**config.mk**
```make
export PLATFORM = sky130hd
export DESIGN_NAME = reg_write_arbiter
export DESIGN_NICKNAME = d
export VERILOG_FILES = /design/src/rtl/reg_write_arbiter.sv
export SDC_FILE = /design/constraint.sdc
export NUM_CORES = 1
export LEC_CHECK = 0
export BUFFER_PORTS_ARGS = -buffer_cell sky130_fd_sc_hd__buf_2
export CAP_MARGIN = 0
export CORE_ASPECT_RATIO = 1.2
export CORE_MARGIN = 4
export CORE_UTILIZATION = 47
export CTS_CLUSTER_DIAMETER = 200
export DETAILED_ROUTE_END_ITERATION = 12
export PLACE_DENSITY = 0.78
export SLEW_MARGIN = 20
export SYNTH_ARGS = -nofsm -noshare
export SYNTH_HDL_FRONTEND = slang
export SYNTH_SLANG_ARGS = --single-unit
export TNS_END_PERCENT = 30
```
**constraint.sdc**
```tcl
create_clock -name clk -period 2.1 [get_ports clk]
set_input_delay 0.21 -clock clk [delete_from_list [all_inputs] [get_ports clk]]
set_output_delay 0.21 -clock clk [all_outputs]
set_load 0.01 [all_outputs]
```
**src/rtl/reg_write_arbiter.sv**
```systemverilog
// reg_write_arbiter
// -----------------
// Round-robin arbiter that lets NUM_REQ requesters take turns writing one
// shared WIDTH-bit register. After each write the block can sit in a HOLD
// state for HOLD_CYCLES cycles before it grants again. This spaces writes
// HOLD_CYCLES+1 cycles apart under continuous demand.
//
// Ports
//   clk       : single clock, all state changes on its rising edge
//   rst       : synchronous, active-high reset (overrides everything)
//   clr       : synchronous clear of the shared register (beats a grant)
//   req       : per-requester level request, held until acked
//   wdata     : write data, requester i at [i*WIDTH +: WIDTH]
//   ack       : one-hot, one-cycle pulse completing requester i's write
//   q         : shared register contents
//   q_valid   : q has been written since the last reset or clear
//   grant_id  : index of the most recent writer
//   busy      : high while the block is in HOLD
module reg_write_arbiter #(
  parameter int NUM_REQ     = 4,
  parameter int WIDTH       = 8,
  parameter int HOLD_CYCLES = 2
) (
  input  logic                       clk,
  input  logic                       rst,
  input  logic                       clr,
  input  logic [NUM_REQ-1:0]         req,
  input  logic [NUM_REQ*WIDTH-1:0]   wdata,
  output logic [NUM_REQ-1:0]         ack,
  output logic [WIDTH-1:0]           q,
  output logic                       q_valid,
  output logic [$clog2(NUM_REQ)-1:0] grant_id,
  output logic                       busy
);

  localparam int IDW = $clog2(NUM_REQ);
  // Start with the pointer on the top requester so requester 0 is searched first.
  localparam logic [IDW-1:0] LAST_RST  = IDW'(NUM_REQ - 1);
  localparam bit             HOLD_EN   = (HOLD_CYCLES != 0);
  localparam logic [7:0]     HOLD_LOAD = HOLD_EN ? 8'(HOLD_CYCLES - 1) : 8'd0;

  typedef enum logic [0:0] {
    ST_IDLE = 1'b0,
    ST_HOLD = 1'b1
  } state_t;

  state_t             state_q, state_d;
  logic [7:0]         hold_cnt_q, hold_cnt_d;
  logic [IDW-1:0]     last_q, last_d;
  logic [NUM_REQ-1:0] ack_q, ack_d;
  logic [WIDTH-1:0]   q_q, q_d;
  logic               q_valid_q, q_valid_d;
  logic [IDW-1:0]     grant_id_q, grant_id_d;
  logic               busy_q, busy_d;

  logic [NUM_REQ-1:0] eff_req_s;
  logic [WIDTH-1:0]   wdata_arr_s [NUM_REQ];
  logic               pick_found_s;
  logic [IDW-1:0]     pick_idx_s;

  // Round-robin search: scan upward from last+1, wrapping at NUM_REQ.
  // Returns {found, index}.
  function automatic logic [IDW:0] rr_pick(input logic [NUM_REQ-1:0] eff,
                                           input logic [IDW-1:0]     last);
    logic           found;
    logic [IDW-1:0] win;
    int             idx;
    found = 1'b0;
    win   = '0;
    for (int k = 1; k <= NUM_REQ; k++) begin
      idx = int'(last) + k;
      if (idx >= NUM_REQ) begin
        idx = idx - NUM_REQ;
      end else begin
        idx = idx;
      end
      if (!found && eff[IDW'(idx)]) begin
        found = 1'b1;
        win   = IDW'(idx);
      end else begin
        found = found;
      end
    end
    return {found, win};
  endfunction

  // Unpack the flat write-data bus into one word per requester.
  always_comb begin
    for (int i = 0; i < NUM_REQ; i++) begin
      wdata_arr_s[i] = wdata[i*WIDTH +: WIDTH];
    end
  end

  // A requester acked this cycle is masked so its still-high req is not regranted.
  always_comb begin
    eff_req_s                  = req & ~ack_q;
    {pick_found_s, pick_idx_s} = rr_pick(eff_req_s, last_q);
  end

  // Next-state and output logic for the IDLE/HOLD machine.
  always_comb begin
    state_d    = state_q;
    hold_cnt_d = hold_cnt_q;
    last_d     = last_q;
    ack_d      = '0;
    q_d        = q_q;
    q_valid_d  = q_valid_q;
    grant_id_d = grant_id_q;

    case (state_q)
      ST_IDLE: begin
        if (clr) begin
          // Clear wins over a same-cycle grant. The request stays pending.
          q_d       = '0;
          q_valid_d = 1'b0;
        end else if (pick_found_s) begin
          q_d               = wdata_arr_s[pick_idx_s];
          q_valid_d         = 1'b1;
          grant_id_d        = pick_idx_s;
          last_d            = pick_idx_s;
          ack_d[pick_idx_s] = 1'b1;
          if (HOLD_EN) begin
            state_d    = ST_HOLD;
            hold_cnt_d = HOLD_LOAD;
          end else begin
            state_d    = ST_IDLE;
          end
        end else begin
          state_d = ST_IDLE;
        end
      end
      ST_HOLD: begin
        // clr affects only the register. The hold countdown runs on.
        if (clr) begin
          q_d       = '0;
          q_valid_d = 1'b0;
        end else begin
          q_d       = q_q;
        end
        if (hold_cnt_q == 8'd0) begin
          state_d = ST_IDLE;
        end else begin
          hold_cnt_d = hold_cnt_q - 8'd1;
        end
      end
      default: begin
        state_d    = ST_IDLE;
        hold_cnt_d = 8'd0;
      end
    endcase

    busy_d = (state_d == ST_HOLD);
  end

  // State and output registers with synchronous reset.
  always_ff @(posedge clk) begin
    if (rst) begin
      state_q    <= ST_IDLE;
      hold_cnt_q <= 8'd0;
      last_q     <= LAST_RST;
      ack_q      <= '0;
      q_q        <= '0;
      q_valid_q  <= 1'b0;
      grant_id_q <= '0;
      busy_q     <= 1'b0;
    end else begin
      state_q    <= state_d;
      hold_cnt_q <= hold_cnt_d;
      last_q     <= last_d;
      ack_q      <= ack_d;
      q_q        <= q_d;
      q_valid_q  <= q_valid_d;
      grant_id_q <= grant_id_d;
      busy_q     <= busy_d;
    end
  end

  assign ack      = ack_q;
  assign q        = q_q;
  assign q_valid  = q_valid_q;
  assign grant_id = grant_id_q;
  assign busy     = busy_q;

endmodule

```
Word-level counts from Yosys, hierarchy flattened --
Index checks and enable logic that the tools add are counted.
Word-level totals: logic and storage cells 95, output and inout bits 16, bits of input ports 39, register bits after elaboration 26
Cells by class: add/sub/neg operators 9, bitwise logic cells 6, equality and inequality tests 5, magnitude comparators 11, reduce and logical (&&, ||, !) cells 12, mux-type cells 45
Operators by type and width (number):
- $mux W8 | 8
- $pmux W8 S2 | 2
- $mux W1 | 19
- $bmux W8 S2 | 1
- $lt A2 B4 Y1 const B | 4
- $mux W2 | 8
- $ge A3 B3 Y1 const B | 4
- $bmux W1 S2 | 4
- $logic_not A8 Y1 | 1
- $ne A2 B2 Y1 const B | 4
- $sub A2 B1 Y2 const B | 4
- $sub A8 B1 Y8 const B | 1
- $add A2 B2 Y3 const B | 2
- $reduce_and A3 Y1 | 2
- $add A2 B3 Y4 const B | 1
- $and A4 B4 Y4 | 1
- $ge A4 B3 Y1 const B | 1
- $logic_and A1 B1 Y1 | 4
- $not A4 Y4 | 1
- $pmux W1 S2 | 2
- $reduce_or A4 Y1 | 1
- $add A2 B1 Y3 const B | 1
- $logic_not A1 Y1 | 3
- $lt A2 B3 Y1 const B | 1
- 6 further kinds | 8

Depth between registers and ports, before layout --
word-level depth 23, depth in mapped cells 7, mapped depth without buffers 7

Least setup slack after synthesis --
Ideal clock, no wire load.
path type register -> register, from register ack_q[1] (netlist: ack[1]), to register q_q[0] (netlist: q[0]), data arrival time 1845 ps, period minus slack after synthesis 1961 ps, stages on the path, launching flop included 7, path buffers 1, required time 1983 ps, setup time 117 ps, slack 139 ps, cell sequence dfxtp_1 > and2b_1 > a211oi_1 > o21a_1 > buf_6 > mux4_2 > a22o_1
On the way: word-level cells in the longest chain between the ends 22, elaborated cells on any way between the ends 37, those cells by class eq/ne: 1; mux: 26; bitwise: 3; reduce/logical: 7
RTL lines:
- start, declared | RTL line 50 | logic [NUM_REQ-1:0] ack_q, ack_d;
- start signal, assigned | RTL line 170 | ack_q <= ack_d;
- $not A4 Y4 (*) | RTL line 96 | eff_req_s = req & ~ack_q;
- $and A4 B4 Y4 (*) | RTL line 96
- $bmux W1 S2 | RTL line 77 | if (!found && eff[IDW'(idx)]) begin
- $mux W1 (not written as such) (2 in series) | RTL line 77
- $mux W1 | RTL line 77
- $logic_not A1 Y1 | RTL line 77
- $logic_and A1 B1 Y1 | RTL line 77
- $mux W1 | RTL line 77
- [... 4 more ...]
- $logic_and A1 B1 Y1 | RTL line 77
- $mux W2 | RTL line 77
- $not A2 Y3 (not written as such) | RTL line 117 | q_d = wdata_arr_s[pick_idx_s];
- $bmux W8 S2 | RTL line 117
- $mux W8 (not written as such) (2 in series) | RTL line 117
- $mux W8 | RTL line 116 | end else if (pick_found_s) begin
- $mux W8 | RTL line 112 | if (clr) begin
- $pmux W8 S2 | RTL line 110 | case (state_q)
- end signal, assigned | RTL line 171 | q_q <= q_d;
- end, declared | RTL line 51 | logic [WIDTH-1:0] q_q, q_d;
Mark *: on every way between the ends. The rest lies on a longest branch, timed or not. The select of a mux whose other input is x is not followed. A chain may end at the register's enable or synchronous reset.

Worst setup path in the final report --
from register ack_q[3] (netlist: ack[3]), to register q_q[7] (netlist: q[7])
The elaborated chain is that of the path after synthesis.

==> key figures <==
Status
  • Status: complete, no violations

Min path
  • Worst Hold Class: in2reg
  • Destination of the worst hold path: q_valid
  • Worst Hold Depth: 2
  • HP Start: clr

Run
  • MaxCap Viol Count: 0

Worst setup path
  • Worst path slowest cell: mux4_2
  • R2R Path Start: ack[3]
  • Worst setup EP type: flip-flop
  • Worst setup SP type: flip-flop
  • Cell family with most CP delay: compound AO/OA/AOI/OAI gates
  • Largest stage delay on the critical path: 490 ps
  • FF-to-FF setup slack: 120 ps
  • Reg-to-reg endpoint: q[7]
  • CP Data Arrival Time: 2200 ps
  • Crit-path max FO: 11
  • Critical Path, Cell by Cell: nand2b_4, o221a_1, o21a_1, buf_12, mux4_2, a22o_1
  • Worst Path Required: about 2300 ps
  • Setup Crit Path Kind: reg2reg
  • R2R cell count: 6
  • Buf/Inv on CP: 1

Clocking
  • CTS tree: yes
  • Clock slew at reported path FFs: 120 ps
  • Worst skew pair latency: just over 300 ps
  • Number of CTS-inserted buffers: 3
  • Sink Count: 26
  • H-tree depth: 1
  • Clk buf depth: 2
  • Root Driver: clkbuf_4

Timing
  • Endpoints failing setup: 0
  • Fin. max-slew vios: 0
  • Clock Skews: roughly 2.7 ps
  • Measured slew at the worst slew-check pin: 838 ps
  • Fin worst setup slack: 116 ps
  • Slew headroom: 43.7%
  • Min Tclk post-route: 1980 ps
  • Tcrit/Tclk final: between 90 and 100%
  • Max Clock Freq: 504 MHz
  • Final count of hold timing violations: 0
  • RSZ-0062 raised after global routing: no
  • Fin Setup TNS: 0 ps

Drt
  • Routed vias/inst: 5.68
  • Initial DRC Count: 40
  • Drt wl/cell: 14.2 µm
  • First-pass DRT Iterations: 4
  • Routed wire length: between 3000 and 4000 µm
  • ANT nets after route: 0
  • # DRC: 0
  • Total number of vias: 1,238

Final layout
  • Layout fillers: roughly 220
  • Final instance area: 1690 µm²
  • Non-filler instance count after layout: about 220
  • Commonest non-fill, non-tap cells in the layout: buf_2, dfxtp_1, nor2_1
  • Commonest non-fill, non-tap cell in the layout: buf_2
  • Area of the multi-input gates: approximately 770 µm²
  • Final #Nets: 227
  • ANT cells: 0
  • Reg area: between 500 and 600 µm²
  • Synth-to-layout area growth: 26.3%
  • Layout cells sized above 1: ~43%

Placed design
  • PortBufs: 54
  • Placed insts: 214
  • HPWL after DPL: 2490 µm
  • Final GP Congestion: 0.867
  • Area after DPL: 1660 µm²
  • DP Worst Slack: 41.5 ps

Global routing
  • M1 GR Usage: 19.7%
  • Initial antenna violation count: 0
  • Met2 Use GR: 32.1%
  • GRT met3 Usage: 3.68%
  • Vias in the first global route: 1,275
  • Congestion Overflow GR: 0
  • First-pass GRT wire length: 5240 µm
  • Largest net degree at the start of global routing: 14
  • Gr busiest metal: met2
  • GRT Util Overall: 17.3%

Pwr
  • Maximum VDD drop: between 0.0003 and 0.0004 V
  • Leakage power: 0.783 nW
  • Power Dens Cells: 678 nW/µm²

Yosys
  • Cell variety after synth: 41
  • Synth warn: 0
  • Syn Std Cell Area: 1340 µm²
  • Gate Count Post-Synth: 129
  • Syn Area/Cell: 10.4 µm²
  • Post-synthesis register bit count: 26
  • Syn nets: approximately 170
  • Sequential area share after synthesis: 38.8%

Floorplanning
  • Initial core utilization: 51.0%
  • Die W: 56.8 µm
  • Rows: 20
  • Die area: 3780 µm²
  • Core ar.: ~2600 µm²
  • Ports: 55
  • Die Span Y: 66.5 µm
-- cell type report --
class                           count  share of cell area, %
Clock buffer                        3                   1.33
Timing Repair Buffer               59                   18.9
Inverter                            5                   1.11
Tap cell                           33                   2.44
Sequential cell                    26                   30.9
Multi-Input combinational cell     92                   45.3
-- routing by layer --
layer	wire length, µm	part of all wire, %
met1	1190	38
met2	1550	50
met3	287	9.3
met4	68	2.2
met5	0	0
-- cell usage after synthesis --
master,instances,area share (%)
inv_1,4,1.1
and3_1,2,0.93
inv_2,1,0.28
a31oi_1,2,0.93
dfxtp_1,26,39
nand2b_1,5,2.3
or3_1,1,0.47
a41o_1,1,0.75
clkbuf_1,2,0.56
a41oi_1,1,0.65
o41ai_4,1,2.1
a22o_1,8,5.2
o21ai_0,2,0.75
xnor2_1,5,3.3
o32ai_1,1,0.65
a211oi_1,2,1.1
a21o_1,1,0.56
o22ai_1,1,0.47
nor2b_1,2,0.93
or4_4,1,0.84
a21oi_1,6,2.2
o311ai_1,1,0.65
xor2_1,1,0.65
nor3_1,5,1.9
nor2_1,18,5.0
o21bai_1,1,0.56
o21a_1,1,0.56
nand2b_4,2,2.1
a221oi_1,1,0.65
nor3b_4,1,1.4
a21boi_0,1,0.56
o211ai_1,1,0.56
buf_6,2,1.7
buf_2,2,0.75
nand2_1,3,0.84
ha_1,1,0.93
nor4_1,2,0.93
o221a_1,1,0.84
and2b_1,1,0.56
mux4_2,8,13
or4_1,1,0.56
-- state kept, by name, indices dropped and copies added, names as in the netlist --
name	count
ack	4
last_q	2
grant_id	2
q_valid	1
hold_cnt_q	8
busy	1
q	8
-- what timing repair did --
action	in CTS	in global routing
setup buffers	0	1
endpoints found under the setup margin	0	8
hold buffers	0	0
resized for setup	0	4
-- through the flow --
step                      hold WS, ps  util (%)  power, mW
final                             115      64.5       1.15
after global routing              107      64.5       1.23
after CTS                         104      63.9       1.15
after detailed placement          453      63.0      0.954
after global placement            446      63.0      0.940
after floorplan                   289         -      0.841
-- worst max path at each step --
stage	startpoint	end	slack, ps	cells past startpoint
final	ack[3]	q[7]	120	6
after global routing	ack[1]	q[7]	30	6
after global placement	ack[1]	q[7]	140	6
after CTS	ack[1]	q[7]	20	6
after floorplan	ack[1]	q[0]	140	6
after detailed placement	ack[1]	q[7]	40	6
-- report_power, final --
group	switching [mW]	leakage (nW)	total (mW)	internal [mW]
Sequential	0.0363	0.213	0.570	0.534
Combinational	0.173	0.557	0.378	0.206
Clock	0.132	0.0138	0.200	0.0671
Total	0.341	0.783	1.15	0.806
-- logic make-up after synthesis --
kind of cell,count (synthesis),synth area share (%)
AOI/OAI and AO/OA,33,19.8
DFF,26,38.8
adders and majority gates,1,0.933
and+or+nand+nor,44,18.7
muxes,8,13.4
buffers and inverters,11,4.38
xor gates and xnor gates,6,3.92
No activity file was read; power rests on OpenSTA's default activity.
